<file path="src/rtl/spi_link_pkg.sv">
// Shared definitions for the 16-bit SPI register link: frame geometry and slave command codes.
// Imported by both the master and the register slave.
package spi_link_pkg;

    localparam int unsigned FRAME_W = 16;
    localparam int unsigned FIELD_W = 12;
    localparam int unsigned OP_W    = 4;

    localparam logic [OP_W-1:0] OP_RD_DAT       = 4'b0000;
    localparam logic [OP_W-1:0] OP_RD_DAT_RD    = 4'b0010;
    localparam logic [OP_W-1:0] OP_RD_DAT_RDINC = 4'b0011;
    localparam logic [OP_W-1:0] OP_RD_ADR       = 4'b0100;
    localparam logic [OP_W-1:0] OP_WR_DAT       = 4'b1000;
    localparam logic [OP_W-1:0] OP_WR_DAT_WR    = 4'b1010;
    localparam logic [OP_W-1:0] OP_WR_DAT_WRINC = 4'b1011;
    localparam logic [OP_W-1:0] OP_WR_ADR       = 4'b1100;
    localparam logic [OP_W-1:0] OP_WR_ADR_RD    = 4'b1101;

    function automatic int unsigned max4(input int unsigned a, input int unsigned b,
                                         input int unsigned c, input int unsigned d);
        int unsigned m;
        m = a;
        if (b > m) m = b; else m = m;
        if (c > m) m = c; else m = m;
        if (d > m) m = d; else m = m;
        return m;
    endfunction

endpackage

</file>
<file path="src/rtl/spi_mst_sync2.sv">
// Two-flop synchroniser for the asynchronous MISO line, clearing to 0 on reset.
module spi_mst_sync2 (
    input  logic clk,
    input  logic rst,
    input  logic d_i,
    output logic q_o
);

    logic meta_q;
    logic sync_q;

    // Capture stage followed by one resolution stage.
    always_ff @(posedge clk) begin
        if (rst) begin
            meta_q <= 1'b0;
            sync_q <= 1'b0;
        end else begin
            meta_q <= d_i;
            sync_q <= meta_q;
        end
    end

    assign q_o = sync_q;

endmodule

</file>
<file path="src/rtl/spi_mst_16b.sv">
// SPI mode-0 master: serialises one {opcode, field} command MSB-first and returns the
// 12-bit field captured from MISO. SCK is timed from clk, so all pins are registered.
module spi_mst_16b
    import spi_link_pkg::*;
#(
    parameter int unsigned CLK_DIV  = 8,
    parameter int unsigned CS_SETUP = 8,
    parameter int unsigned CS_HOLD  = 8,
    parameter int unsigned CS_IDLE  = 16
) (
    input  logic               clk,
    input  logic               rst,
    input  logic               cmd_valid,
    output logic               cmd_ready,
    input  logic [OP_W-1:0]    cmd_op,
    input  logic [FIELD_W-1:0] cmd_field,
    output logic               rsp_valid,
    output logic [FIELD_W-1:0] rsp_data,
    output logic               busy,
    output logic               spi_clk,
    output logic               spi_en_n,
    output logic               spi_mosi,
    input  logic               spi_miso
);

    localparam int unsigned TMR_MAX = max4(CLK_DIV, CS_SETUP, CS_HOLD, CS_IDLE);
    localparam int unsigned TMR_W   = $clog2(TMR_MAX + 1);

    localparam logic [TMR_W-1:0] TMR_ONE   = TMR_W'(32'd1);
    localparam logic [TMR_W-1:0] TMR_DIV   = TMR_W'(CLK_DIV);
    localparam logic [TMR_W-1:0] TMR_SETUP = TMR_W'(CS_SETUP);
    localparam logic [TMR_W-1:0] TMR_HOLD  = TMR_W'(CS_HOLD);
    localparam logic [TMR_W-1:0] TMR_IDLE  = TMR_W'(CS_IDLE);

    // The slave resynchronises SCK through three flops plus an edge detector.
    if (CLK_DIV < 4) begin : g_bad_clk_div
        $error("spi_mst_16b: CLK_DIV must be >= 4");
    end
    if (CS_SETUP < 1 || CS_HOLD < 1 || CS_IDLE < 1) begin : g_bad_cs_timing
        $error("spi_mst_16b: CS_SETUP, CS_HOLD and CS_IDLE must be >= 1");
    end

    typedef enum logic [2:0] {
        ST_IDLE   = 3'd0,
        ST_SETUP  = 3'd1,
        ST_SCK_LO = 3'd2,
        ST_SCK_HI = 3'd3,
        ST_HOLD   = 3'd4,
        ST_GAP    = 3'd5
    } state_e;

    state_e               state_q,     state_d;
    logic [TMR_W-1:0]     tmr_q,       tmr_d;
    logic [4:0]           bitcnt_q,    bitcnt_d;
    logic [FRAME_W-1:0]   shift_q,     shift_d;
    logic                 cmd_ready_q, cmd_ready_d;
    logic                 busy_q,      busy_d;
    logic                 rsp_valid_q, rsp_valid_d;
    logic [FIELD_W-1:0]   rsp_data_q,  rsp_data_d;
    logic                 sck_q,       sck_d;
    logic                 en_n_q,      en_n_d;
    logic                 mosi_q,      mosi_d;
    logic                 miso_s;

    spi_mst_sync2 u_miso_sync (
        .clk (clk),
        .rst (rst),
        .d_i (spi_miso),
        .q_o (miso_s)
    );

    // Frame sequencing; one shift register carries MOSI out and MISO in.
    always_comb begin
        state_d  = state_q;
        tmr_d    = tmr_q;
        bitcnt_d = bitcnt_q;
        shift_d  = shift_q;
        case (state_q)
            ST_IDLE: begin
                if (cmd_valid && cmd_ready_q) begin
                    state_d  = ST_SETUP;
                    tmr_d    = TMR_SETUP;
                    bitcnt_d = 5'd16;
                    shift_d  = {cmd_op, cmd_field};
                end else begin
                    state_d = ST_IDLE;
                end
            end
            ST_SETUP: begin
                if (tmr_q == TMR_ONE) begin
                    state_d = ST_SCK_LO;
                    tmr_d   = TMR_DIV;
                end else begin
                    tmr_d = tmr_q - TMR_ONE;
                end
            end
            ST_SCK_LO: begin
                if (tmr_q == TMR_ONE) begin
                    state_d = ST_SCK_HI;
                    tmr_d   = TMR_DIV;
                end else begin
                    tmr_d = tmr_q - TMR_ONE;
                end
            end
            ST_SCK_HI: begin
                if (tmr_q == TMR_ONE) begin
                    shift_d  = {shift_q[FRAME_W-2:0], miso_s};
                    bitcnt_d = bitcnt_q - 5'd1;
                    if (bitcnt_d == 5'd0) begin
                        state_d = ST_HOLD;
                        tmr_d   = TMR_HOLD;
                    end else begin
                        state_d = ST_SCK_LO;
                        tmr_d   = TMR_DIV;
                    end
                end else begin
                    tmr_d = tmr_q - TMR_ONE;
                end
            end
            ST_HOLD: begin
                if (tmr_q == TMR_ONE) begin
                    state_d = ST_GAP;
                    tmr_d   = TMR_IDLE;
                end else begin
                    tmr_d = tmr_q - TMR_ONE;
                end
            end
            ST_GAP: begin
                if (tmr_q == TMR_ONE) begin
                    state_d = ST_IDLE;
                    tmr_d   = '0;
                end else begin
                    tmr_d = tmr_q - TMR_ONE;
                end
            end
            default: begin
                state_d = ST_IDLE;
                tmr_d   = '0;
            end
        endcase

        // Pins are decoded from the next state so they change on the same edge as the FSM.
        cmd_ready_d = (state_d == ST_IDLE);
        busy_d      = (state_d != ST_IDLE);
        sck_d       = (state_d == ST_SCK_HI);
        en_n_d      = !(state_d inside {ST_SETUP, ST_SCK_LO, ST_SCK_HI, ST_HOLD});
        rsp_valid_d = (state_q == ST_HOLD) && (state_d == ST_GAP);
        rsp_data_d  = rsp_valid_d ? shift_q[FIELD_W-1:0] : rsp_data_q;
        case (state_d)
            ST_SETUP, ST_SCK_LO, ST_SCK_HI: mosi_d = shift_d[FRAME_W-1];
            ST_HOLD:                        mosi_d = mosi_q;
            default:                        mosi_d = 1'b0;
        endcase
    end

    // State and pin registers; reset abandons any frame and releases the bus at once.
    always_ff @(posedge clk) begin
        if (rst) begin
            state_q     <= ST_IDLE;
            tmr_q       <= '0;
            bitcnt_q    <= 5'd0;
            shift_q     <= '0;
            cmd_ready_q <= 1'b0;
            busy_q      <= 1'b0;
            rsp_valid_q <= 1'b0;
            rsp_data_q  <= '0;
            sck_q       <= 1'b0;
            en_n_q      <= 1'b1;
            mosi_q      <= 1'b0;
        end else begin
            state_q     <= state_d;
            tmr_q       <= tmr_d;
            bitcnt_q    <= bitcnt_d;
            shift_q     <= shift_d;
            cmd_ready_q <= cmd_ready_d;
            busy_q      <= busy_d;
            rsp_valid_q <= rsp_valid_d;
            rsp_data_q  <= rsp_data_d;
            sck_q       <= sck_d;
            en_n_q      <= en_n_d;
            mosi_q      <= mosi_d;
        end
    end

    assign cmd_ready = cmd_ready_q;
    assign busy      = busy_q;
    assign rsp_valid = rsp_valid_q;
    assign rsp_data  = rsp_data_q;
    assign spi_clk   = sck_q;
    assign spi_en_n  = en_n_q;
    assign spi_mosi  = mosi_q;

endmodule

</file>
<file path="config.mk">
export PLATFORM = sky130hd
export DESIGN_NAME = spi_mst_16b
export DESIGN_NICKNAME = d
export VERILOG_FILES = /design/src/rtl/spi_link_pkg.sv /design/src/rtl/spi_mst_sync2.sv /design/src/rtl/spi_mst_16b.sv
export SDC_FILE = /design/constraint.sdc
export NUM_CORES = 1
export LEC_CHECK = 0
export BUFFER_PORTS_ARGS = -buffer_cell sky130_fd_sc_hd__buf_2
export CAP_MARGIN = 5
export CORE_MARGIN = 5
export CORE_UTILIZATION = 45
export CTS_BUF_LIST = sky130_fd_sc_hd__clkbuf_4 sky130_fd_sc_hd__clkbuf_8
export DETAILED_ROUTE_END_ITERATION = 16
export PLACE_DENSITY_LB_ADDON = 0.3
export REMOVE_ABC_BUFFERS = 1
export SYNTH_ARGS = -nofsm -noshare
export SYNTH_HDL_FRONTEND = slang
export SYNTH_SLANG_ARGS = --single-unit
</file>
<file path="constraint.sdc">
create_clock -name clk -period 3.4 [get_ports clk]
set_clock_uncertainty 0.05 [all_clocks]
set_input_delay 0.17 -clock clk [delete_from_list [all_inputs] [get_ports clk]]
set_output_delay 0.17 -clock clk [all_outputs]
set_load 0.02 [all_outputs]
</file>
## Yosys cells after proc, flatten, opt, wreduce, memory -nomap -nowiden

Index checks and enable logic that the tools add are counted.

- Add/subtract/negate cells: 2
- Equality and inequality tests: 13
- Muxes and demuxes: 20
- Reductions and logical operators: 12

Operators by type and width:

| cell | count |
|---|---|
| two-way mux 16 bit | 2 |
| case mux 16 bit (2 select lines) | 1 |
| two-way mux 5 bit | 6 |
| case mux 5 bit (4 select lines) | 1 |
| two-way mux 3 bit | 6 |
| case mux 3 bit (6 select lines) | 1 |
| == test 3 x 2 -> 1 bit (second input constant) | 4 |
| == test 3 bit (second input constant) | 4 |
| case mux 5 bit (2 select lines) | 1 |
| subtractor 5 x 1 -> 5 bit (second input constant) | 2 |
| == test 3 x 1 -> 1 bit (second input constant) | 2 |
| zero test 3 bit | 2 |
| OR reduction 3 bit | 2 |
| == test 5 x 1 -> 1 bit (second input constant) | 1 |
| zero test 5 bit | 1 |
| != test 2 bit (second input constant) | 2 |
| nonzero test 4 bit | 1 |
| AND reduction 3 bit | 1 |
| nonzero test 3 bit | 1 |
| logical AND 1 bit | 2 |
| case mux 1 bit (2 select lines) | 1 |
| nonzero test 2 bit | 1 |
| zero test 1 bit | 1 |
| two-way mux 1 bit | 1 |

- Bits of input ports: 20
- Logic and storage cells: 61
- Bits in registers: 49
- Output and inout bits: 18

## Logic depth before layout (Yosys ltp)

Gate-level depths: netlist (run 1).

- Depth after elaboration: 8
- Gate-level depth with buffers: 9

## Cells and area by module

A second synthesis (run 1) with hierarchy kept.

- Cell total of the unflattened synthesis: 256
- Area, all modules: 2,132.0 µm²

Modules (own cells, without submodules):

| module | cells each | area each (µm²) | times used | sequential area each (µm²) |
|---|---|---|---|---|
| spi_mst_16b | 252 | 2,079.5 | 1 | 940.9 |
| spi_mst_sync2 | 4 | 52.6 | 1 | 40.0 |

## Worst setup path after synthesis (run 1)

Ideal clock, no wire load.

- Path kind: reg-to-reg
- From: register tmr_q[1]
- To: register en_n_q, in the netlist spi_en_n
- Required time: 3,224 ps
- Buffers on the path: 1
- Cell stages (with the launch flop): 8
- Arrival time: 1,948 ps
- Path slack: 1,276 ps
- Period minus slack after synthesis: 2,124 ps
- Setup time: 126 ps
- Path through: dfxtp_1 inv_1 ha_1 or4b_1 buf_6 or4_4 o21ai_0 o21ai_1

- Cells in the longest elaborated chain, start to end: 6
- Elaborated cells between the ends (all ways): 13
- Those cells by class: eq/ne: 5; mux: 6; reduce/logical: 2

RTL lines:

| element | RTL line | source |
|---|---|---|
| start: declaration | spi_mst_16b.sv:53 | `logic [TMR_W-1:0] tmr_q, tmr_d;` |
| start signal: assignment | spi_mst_16b.sv:172 | `tmr_q <= tmr_d;` |
| == test 5 x 1 -> 1 bit * | - |  |
| two-way mux 3 bit (on tied branches) | - |  |
| case mux 3 bit (6 select lines) * | spi_mst_16b.sv:78 | `case (state_q)` |
| == test 3 x 1 -> 1 bit, or another cell as far along | spi_mst_16b.sv:146 | `en_n_d = !(state_d inside {ST_SETUP, ST_SCK_LO, ST_SCK_HI, ST_HOLD});` |
| nonzero test 4 bit * | spi_mst_16b.sv:146 |  |
| zero test 1 bit * | spi_mst_16b.sv:146 |  |
| end signal: assignment | spi_mst_16b.sv:180 | `en_n_q <= en_n_d;` |
| end: declaration | spi_mst_16b.sv:61 | `logic en_n_q, en_n_d;` |

Every way passes the cells marked *; elsewhere a longest branch is shown, timed or not.
A chain may end at the register's enable or synchronous reset.

## Final worst setup path (run 1)

- From: register tmr_q[1]
- To: register cmd_ready_q, in the netlist cmd_ready

- Cells in the longest elaborated chain, start to end: 4
- Elaborated cells between the ends (all ways): 8
- Those cells by class: eq/ne: 1; mux: 6; reduce/logical: 1

RTL lines:

| element | RTL line | source |
|---|---|---|
| == test 5 x 1 -> 1 bit * | - |  |
| two-way mux 3 bit (on tied branches) | - |  |
| case mux 3 bit (6 select lines) * | spi_mst_16b.sv:78 |  |
| zero test 3 bit * | spi_mst_16b.sv:143 | `cmd_ready_d = (state_d == ST_IDLE);` |
| end signal: assignment | spi_mst_16b.sv:175 | `cmd_ready_q <= cmd_ready_d;` |
| end: declaration | spi_mst_16b.sv:56 | `logic cmd_ready_q, cmd_ready_d;` |

Marks and branches as above.

==> metrics.csv, run 1 <==
metric;value;unit
combPwrFrac;13.8;%
gp_congestion;0.871;
synth_area_per_cell;8.25;µm²
grt_antenna_before_repair;0;
cts_resized;0;
reg2reg_to;cmd_ready$_SDFF_PP0_;
crit_end;cmd_ready$_SDFF_PP0_;
p_int;0.000814;W
p_sw_share;27.1;%
clock_path_buffers;2;
cts_setup_buffers;0;
coreArea;4410;µm²
hp-class;in2reg;
dp_hpwl;3050;µm
p_per_area;469;nW/µm²
numPortBuffers;37;
gr-total-overflow;0;
cp.required;3510;ps
drc;0;
max_clock_freq;0.424;GHz
clk_pin_slew;90;ps
setup_tns;0;ps
ys.flop_type;dfxtp_1;
startpoint_type;flip-flop;
drtPass1Iterations;4;
ctsHoldBuffers;0;
status;finished, final reports clean;
p_switching;0.000303;W
criticalPathCategory;reg2reg;
layout_common_cells;52 x nand2_1, 49 x dfxtp_1, 39 x a21oi_1;
synthArstFlopShare;0;%
die_h;78.0;µm
path_max_fanout;10;
min_period_over_period;69.4;%
synth_mux_area_share;0.542;%
grt_pass1_vias;1713;
track_usage;15.3;%
ys_ff_latch;49;
ys_seq_area_share;47.2;%
h-tree-depth;2;
synth_fa_ha_area_share;2.41;%
root_buffer;clkbuf_8;
multiInputGateArea;1010;µm²
synth_compound_area_share;21.9;%
drtAntennaViolNets;0;
reg2reg_slack;1040;ps
final-max-slew-violation-count;0;
n_fill_cell;425;
worstSetupStartpoint;tmr_q[1]$_SDFFE_PP0P_;
totalWireLength;4420;µm
rsz0062_at_grt;false;
drive_gt1_share;19.2;%
num_antenna_cells;0;
synth_area;2080;µm²
nets;309;
final-hold-violation-count;0;
wl_per_cell;13.1;µm
grt_max_degree;49;
p_seq_share;55.8;%
p_clk_share;30.5;%
die_area;6080;µm²
die_width;78.0;µm
start_util;47.1;%
insertion_delay;300;ps
timing.rr.start;tmr_q[1]$_SDFFE_PP0P_;
place_area;2290;µm²
synthXorXnorAreaFrac;1.69;%
rows;24;
relSlewSlack;42.9;%
worst_pin_slew;856;ps
crit_arrival;2470;ps
vdd_drop_max;0.259;mV
final_area;2380;µm²
area_growth;14.5;%
drv_cap;0;
synth_edf_count;0;
synthCells;252;
setup_viol;0;
drt_iter0_markers;114;
ys.warnings.count;0;
rr_worst_depth;6;
grt_first_pass_wirelength;7640;µm
synthSimpleGateAreaFrac;21.9;%
mostFrequentLayoutCell;nand2_1;
synth_top_family_by_area;simple AND/OR/NAND/NOR gates;
ioPinCount;38;
routed_via_density;5.30;
register_area;981;µm²
finalCriticalPeriod;2360;ps
cts_buffers;5;
synth_cell_types;42;
clkSinkCount;49;
cts_tree;built;
leakagePower;0.908;nW
cp-end-kind;flip-flop;
vias;1791;
## kinds of logic after synthesis
kind of cell,Yosys count
and+or+nand+nor,99
AOI/OAI and AO/OA,74
DFF,49
buffers and inverters,21
xor gates and xnor gates,4
adders and majority gates,4
muxes,1
## state kept, by name, indices dropped and copies added (netlist names)
name and flops:
state_q 3, shift_q 16, u_miso_sync.meta_q 1, spi_clk 1, rsp_valid 1, busy 1
rsp_data 12, u_miso_sync.q_o 1, tmr_q 5, cmd_ready 1, bitcnt_q 5, spi_mosi 1
spi_en_n 1
## layout make-up
class	count	area share [%]
tap	52	2.73
clock buffer	5	2.89
sequential	49	41.2
inverter	6	0.946
clock inverter	3	0.894
multi-input combinational	182	42.3
timing repair buffer	41	9.04
## routing by layer
metal	GRT usage [%]	vias up	wire length (µm)
li1	-	944	-
met1	20.1	794	2130
met2	23.4	46	2000
met3	5.09	7	201
met4	5.57	0	89
met5	0	-	0
## how the worst min path moves through the flow
stage	startpoint	to	slack [ps]	depth (start not counted)
final	spi_miso	u_miso_sync.meta_q$_SDFF_PP0_	40	2
after global routing	spi_miso	u_miso_sync.meta_q$_SDFF_PP0_	50	2
after CTS	spi_miso	u_miso_sync.meta_q$_SDFF_PP0_	20	2
after detailed placement	spi_miso	u_miso_sync.meta_q$_SDFF_PP0_	340	2
after global placement	spi_miso	u_miso_sync.meta_q$_SDFF_PP0_	330	2
after floorplan	rst	bitcnt_q[2]$_SDFFE_PP0P_	190	1
## power by group through the flow
stage	registers [W]	logic [W]	clock network (W)
2_1_floorplan	0.000637	0.000100	0
3_3_place_gp	0.000636	0.000153	0
3_5_place_dp	0.000637	0.000153	0
4_1_cts	0.000623	0.000154	0.000358
5_1_grt	0.000629	0.000172	0.000390
6_report	0.000623	0.000154	0.000340
## synth_stat cells (all sizes together), types with 2 or more instances
master / count / area (µm²)
nand2b: 2 / 12.5
nand2: 52 / 195
xnor2: 2 / 17.5
a21oi: 39 / 195
inv: 6 / 22.5
nor3: 7 / 35.0
or3: 3 / 18.8
o21ai: 5 / 25.0
clkbuf: 10 / 37.5
nand3: 2 / 10.0
dfxtp: 49 / 981
xor2: 2 / 17.5
a22oi: 17 / 128
nand4b: 2 / 17.5
o22ai: 2 / 12.5
o31ai: 2 / 20.0
nor2: 20 / 75.1
buf: 5 / 31.3
nor2b: 2 / 12.5
ha: 4 / 50.1
## stage by stage
stage	cells	power [W]	hold slack, ps	worst slack, ps	utilization, %
2_1_floorplan	237	0.000738	189	1010	-
3_3_place_gp	330	0.000788	334	1130	51.9
3_5_place_dp	330	0.000789	339	1070	51.9
4_1_cts	338	0.00114	22.4	1040	53.9
5_1_grt	338	0.00119	46.7	825	53.9
6_report	338	0.00112	38.8	1040	53.9
## critical path, stage by stage (launching register included)
cell and delay (ps):
dfxtp_1 330, inv_1 80, ha_1 180, or4b_1 640, or4_4 640, o21ai_0 230
nor3_1 70
Power figures use the tool's default switching activity.
==> inputs of run 2 (changes only) <==
Clock period 3.4 ns to 2.45 ns, I/O delays scaled along.
==> run 2 against run 1 <==
Hold slack better by 19 ps. Via count up 3.2%. Sequential cell count unchanged. Highest routed layer unchanged.
==> metrics.csv, run 2 (synthesis gave the netlist of run 1 again) <==
metric;value;unit
drive_gt1_share;20.3;%
crit_arrival;2400;ps
layout_common_cells;52 x nand2_1, 49 x dfxtp_1, 39 x a21oi_1;
area_growth;16.9;%
cts_buffers;5;
mostFrequentLayoutCell;nand2_1;
reg2reg_to;spi_mosi$_SDFFE_PP0P_;
h-tree-depth;2;
die_h;78.0;µm
place_area;2320;µm²
path_cells;inv_1, ha_1, or4b_1, and2_2, o31ai_2, a21boi_1, o22ai_1;
grt_first_pass_wirelength;7940;µm
slowest_delay;560;ps
start_util;47.1;%
coreArea;4410;µm²
vias;1849;
ioPinCount;38;
hp-class;in2reg;
min_period_over_period;92.6;%
setup_viol;0;
wl_per_cell;13.6;µm
hold_depth;3;
vdd_drop_max;0.398;mV
fin_ws;181;ps
rr_worst_depth;7;
track_usage;15.8;%
grt_max_degree;27;
cts_tree;built;
status;finished, final reports clean;
die_area;6080;µm²
nets;314;
setup_tns;0;ps
drtPass1Iterations;5;
p_per_area;648;nW/µm²
n_fill_cell;435;
clock_path_buffers;2;
routed_via_density;5.39;
critPathBufInv;1;
finalCriticalPeriod;2270;ps
holdCritStartpoint;cmd_field[6];
relSlewSlack;68.0;%
final_area;2430;µm²
min_to;shift_q[6]$_SDFFE_PP0P_;
worst_pin_slew;478;ps
final-hold-violation-count;0;
criticalPathCategory;reg2reg;
drtAntennaViolNets;0;
die_width;78.0;µm
dp_hpwl;3270;µm
clk_pin_slew;80;ps
cts_setup_buffers;0;
slowest_stage;or4b_1;
cp_top_family;simple AND/OR/NAND/NOR gates;
drt_iter0_markers;101;
drc;0;
clkSinkCount;49;
drv_cap;0;
startpoint_type;flip-flop;
grt_pass1_vias;1796;
regMostFlops;shift_q;
leakagePower;0.934;nW
rows;24;
largest_reg_flops;16;
cp.required;2580;ps
reg2reg_slack;180;ps
path_max_fanout;6;
fin_hold_ws;57.9;ps
timing.rr.start;tmr_q[1]$_SDFFE_PP0P_;
gr-total-overflow;0;
grt_antenna_before_repair;0;
multiInputGateArea;1010;µm²
register_area;981;µm²
insertion_delay;300;ps
final-max-slew-violation-count;0;
dp_slack;213;ps
max_clock_freq;0.441;GHz
cp-end-kind;flip-flop;
numPortBuffers;37;
root_buffer;clkbuf_8;
gp_congestion;0.847;
rsz0062_at_grt;false;
totalWireLength;4660;µm
num_antenna_cells;0;
## run 2: cell types whose count changed in the layout (fill, tap and decap cells not counted)
cell	previous run	this run
buf_4	4	8
clkbuf_4	0	2
clkinv_2	1	0
dlygate4sd3_1	0	1
inv_6	1	0
nor4b_2	1	0
nor4b_4	0	1
## run 2: repair_timing
| action | 4_1_cts | 5_1_grt |
|---|---|---|
| hold buffers | 1 | 0 |
| hold endpoints to repair | 1 | 0 |
| gates resized for setup | 0 | 1 |
| setup endpoints to repair | 0 | 1 |
## run 2: through the flow
| step | total power [W] | cells | utilization (%) |
|---|---|---|---|
| floorplan | 0.00102 | 237 | - |
| global placement | 0.00110 | 334 | 52.6 |
| detailed placement | 0.00111 | 334 | 52.6 |
| CTS | 0.00159 | 343 | 54.8 |
| global route | 0.00166 | 343 | 55.0 |
| finish | 0.00158 | 343 | 55.0 |
## run 2: how the worst max path moves through the flow
| stage | startpoint | endpoint | slack (ps) | cells past startpoint |
|---|---|---|---|---|
| final | tmr_q[1]$_SDFFE_PP0P_ | spi_mosi$_SDFFE_PP0P_ | 180 | 7 |
| after global routing | tmr_q[1]$_SDFFE_PP0P_ | spi_en_n$_SDFF_PP1_ | 5 | 6 |
| after CTS | tmr_q[1]$_SDFFE_PP0P_ | spi_mosi$_SDFFE_PP0P_ | 190 | 7 |
| after detailed placement | tmr_q[1]$_SDFFE_PP0P_ | spi_en_n$_SDFF_PP1_ | 210 | 6 |
| after global placement | tmr_q[1]$_SDFFE_PP0P_ | spi_mosi$_SDFFE_PP0P_ | 270 | 7 |
| after floorplan | tmr_q[1]$_SDFFE_PP0P_ | rsp_data[0]$_SDFFE_PP0P_ | 60 | 6 |
## run 2: final cells by class
| type | count | share of cell area (%) |
|---|---|---|
| Clock inverter | 1 | 0.309 |
| Sequential cell | 49 | 40.4 |
| Timing Repair Buffer | 46 | 10.5 |
| Tap cell | 52 | 2.68 |
| Inverter | 6 | 0.927 |
| Clock buffer | 7 | 3.45 |
| Multi-Input combinational cell | 182 | 41.8 |
## run 2: tightest hold or removal path, cell delays in order
cell and delay [ps]:
buf_2 70, a22oi_1 70, a21oi_1 110
## run 2: where the power goes
| part | internal (W) | leakage [nW] | switching [W] |
|---|---|---|---|
| logic | 0.000104 | 0.490 | 0.000130 |
| clock network | 0.000224 | 0.0453 | 0.000255 |
| registers | 0.000833 | 0.398 | 0.0000289 |
| total | 0.00116 | 0.934 | 0.000414 |
## run 2: routing by layer
layer / vias up / wire (µm) / share of wire, % / GRT usage, %
li1: 955 / - / - / -
met1: 840 / 2150 / 46 / 21.3
met2: 44 / 2170 / 46 / 24.1
met3: 10 / 267 / 5.7 / 4.05
met4: 0 / 78 / 1.7 / 6.08
met5: - / 0 / 0 / 0
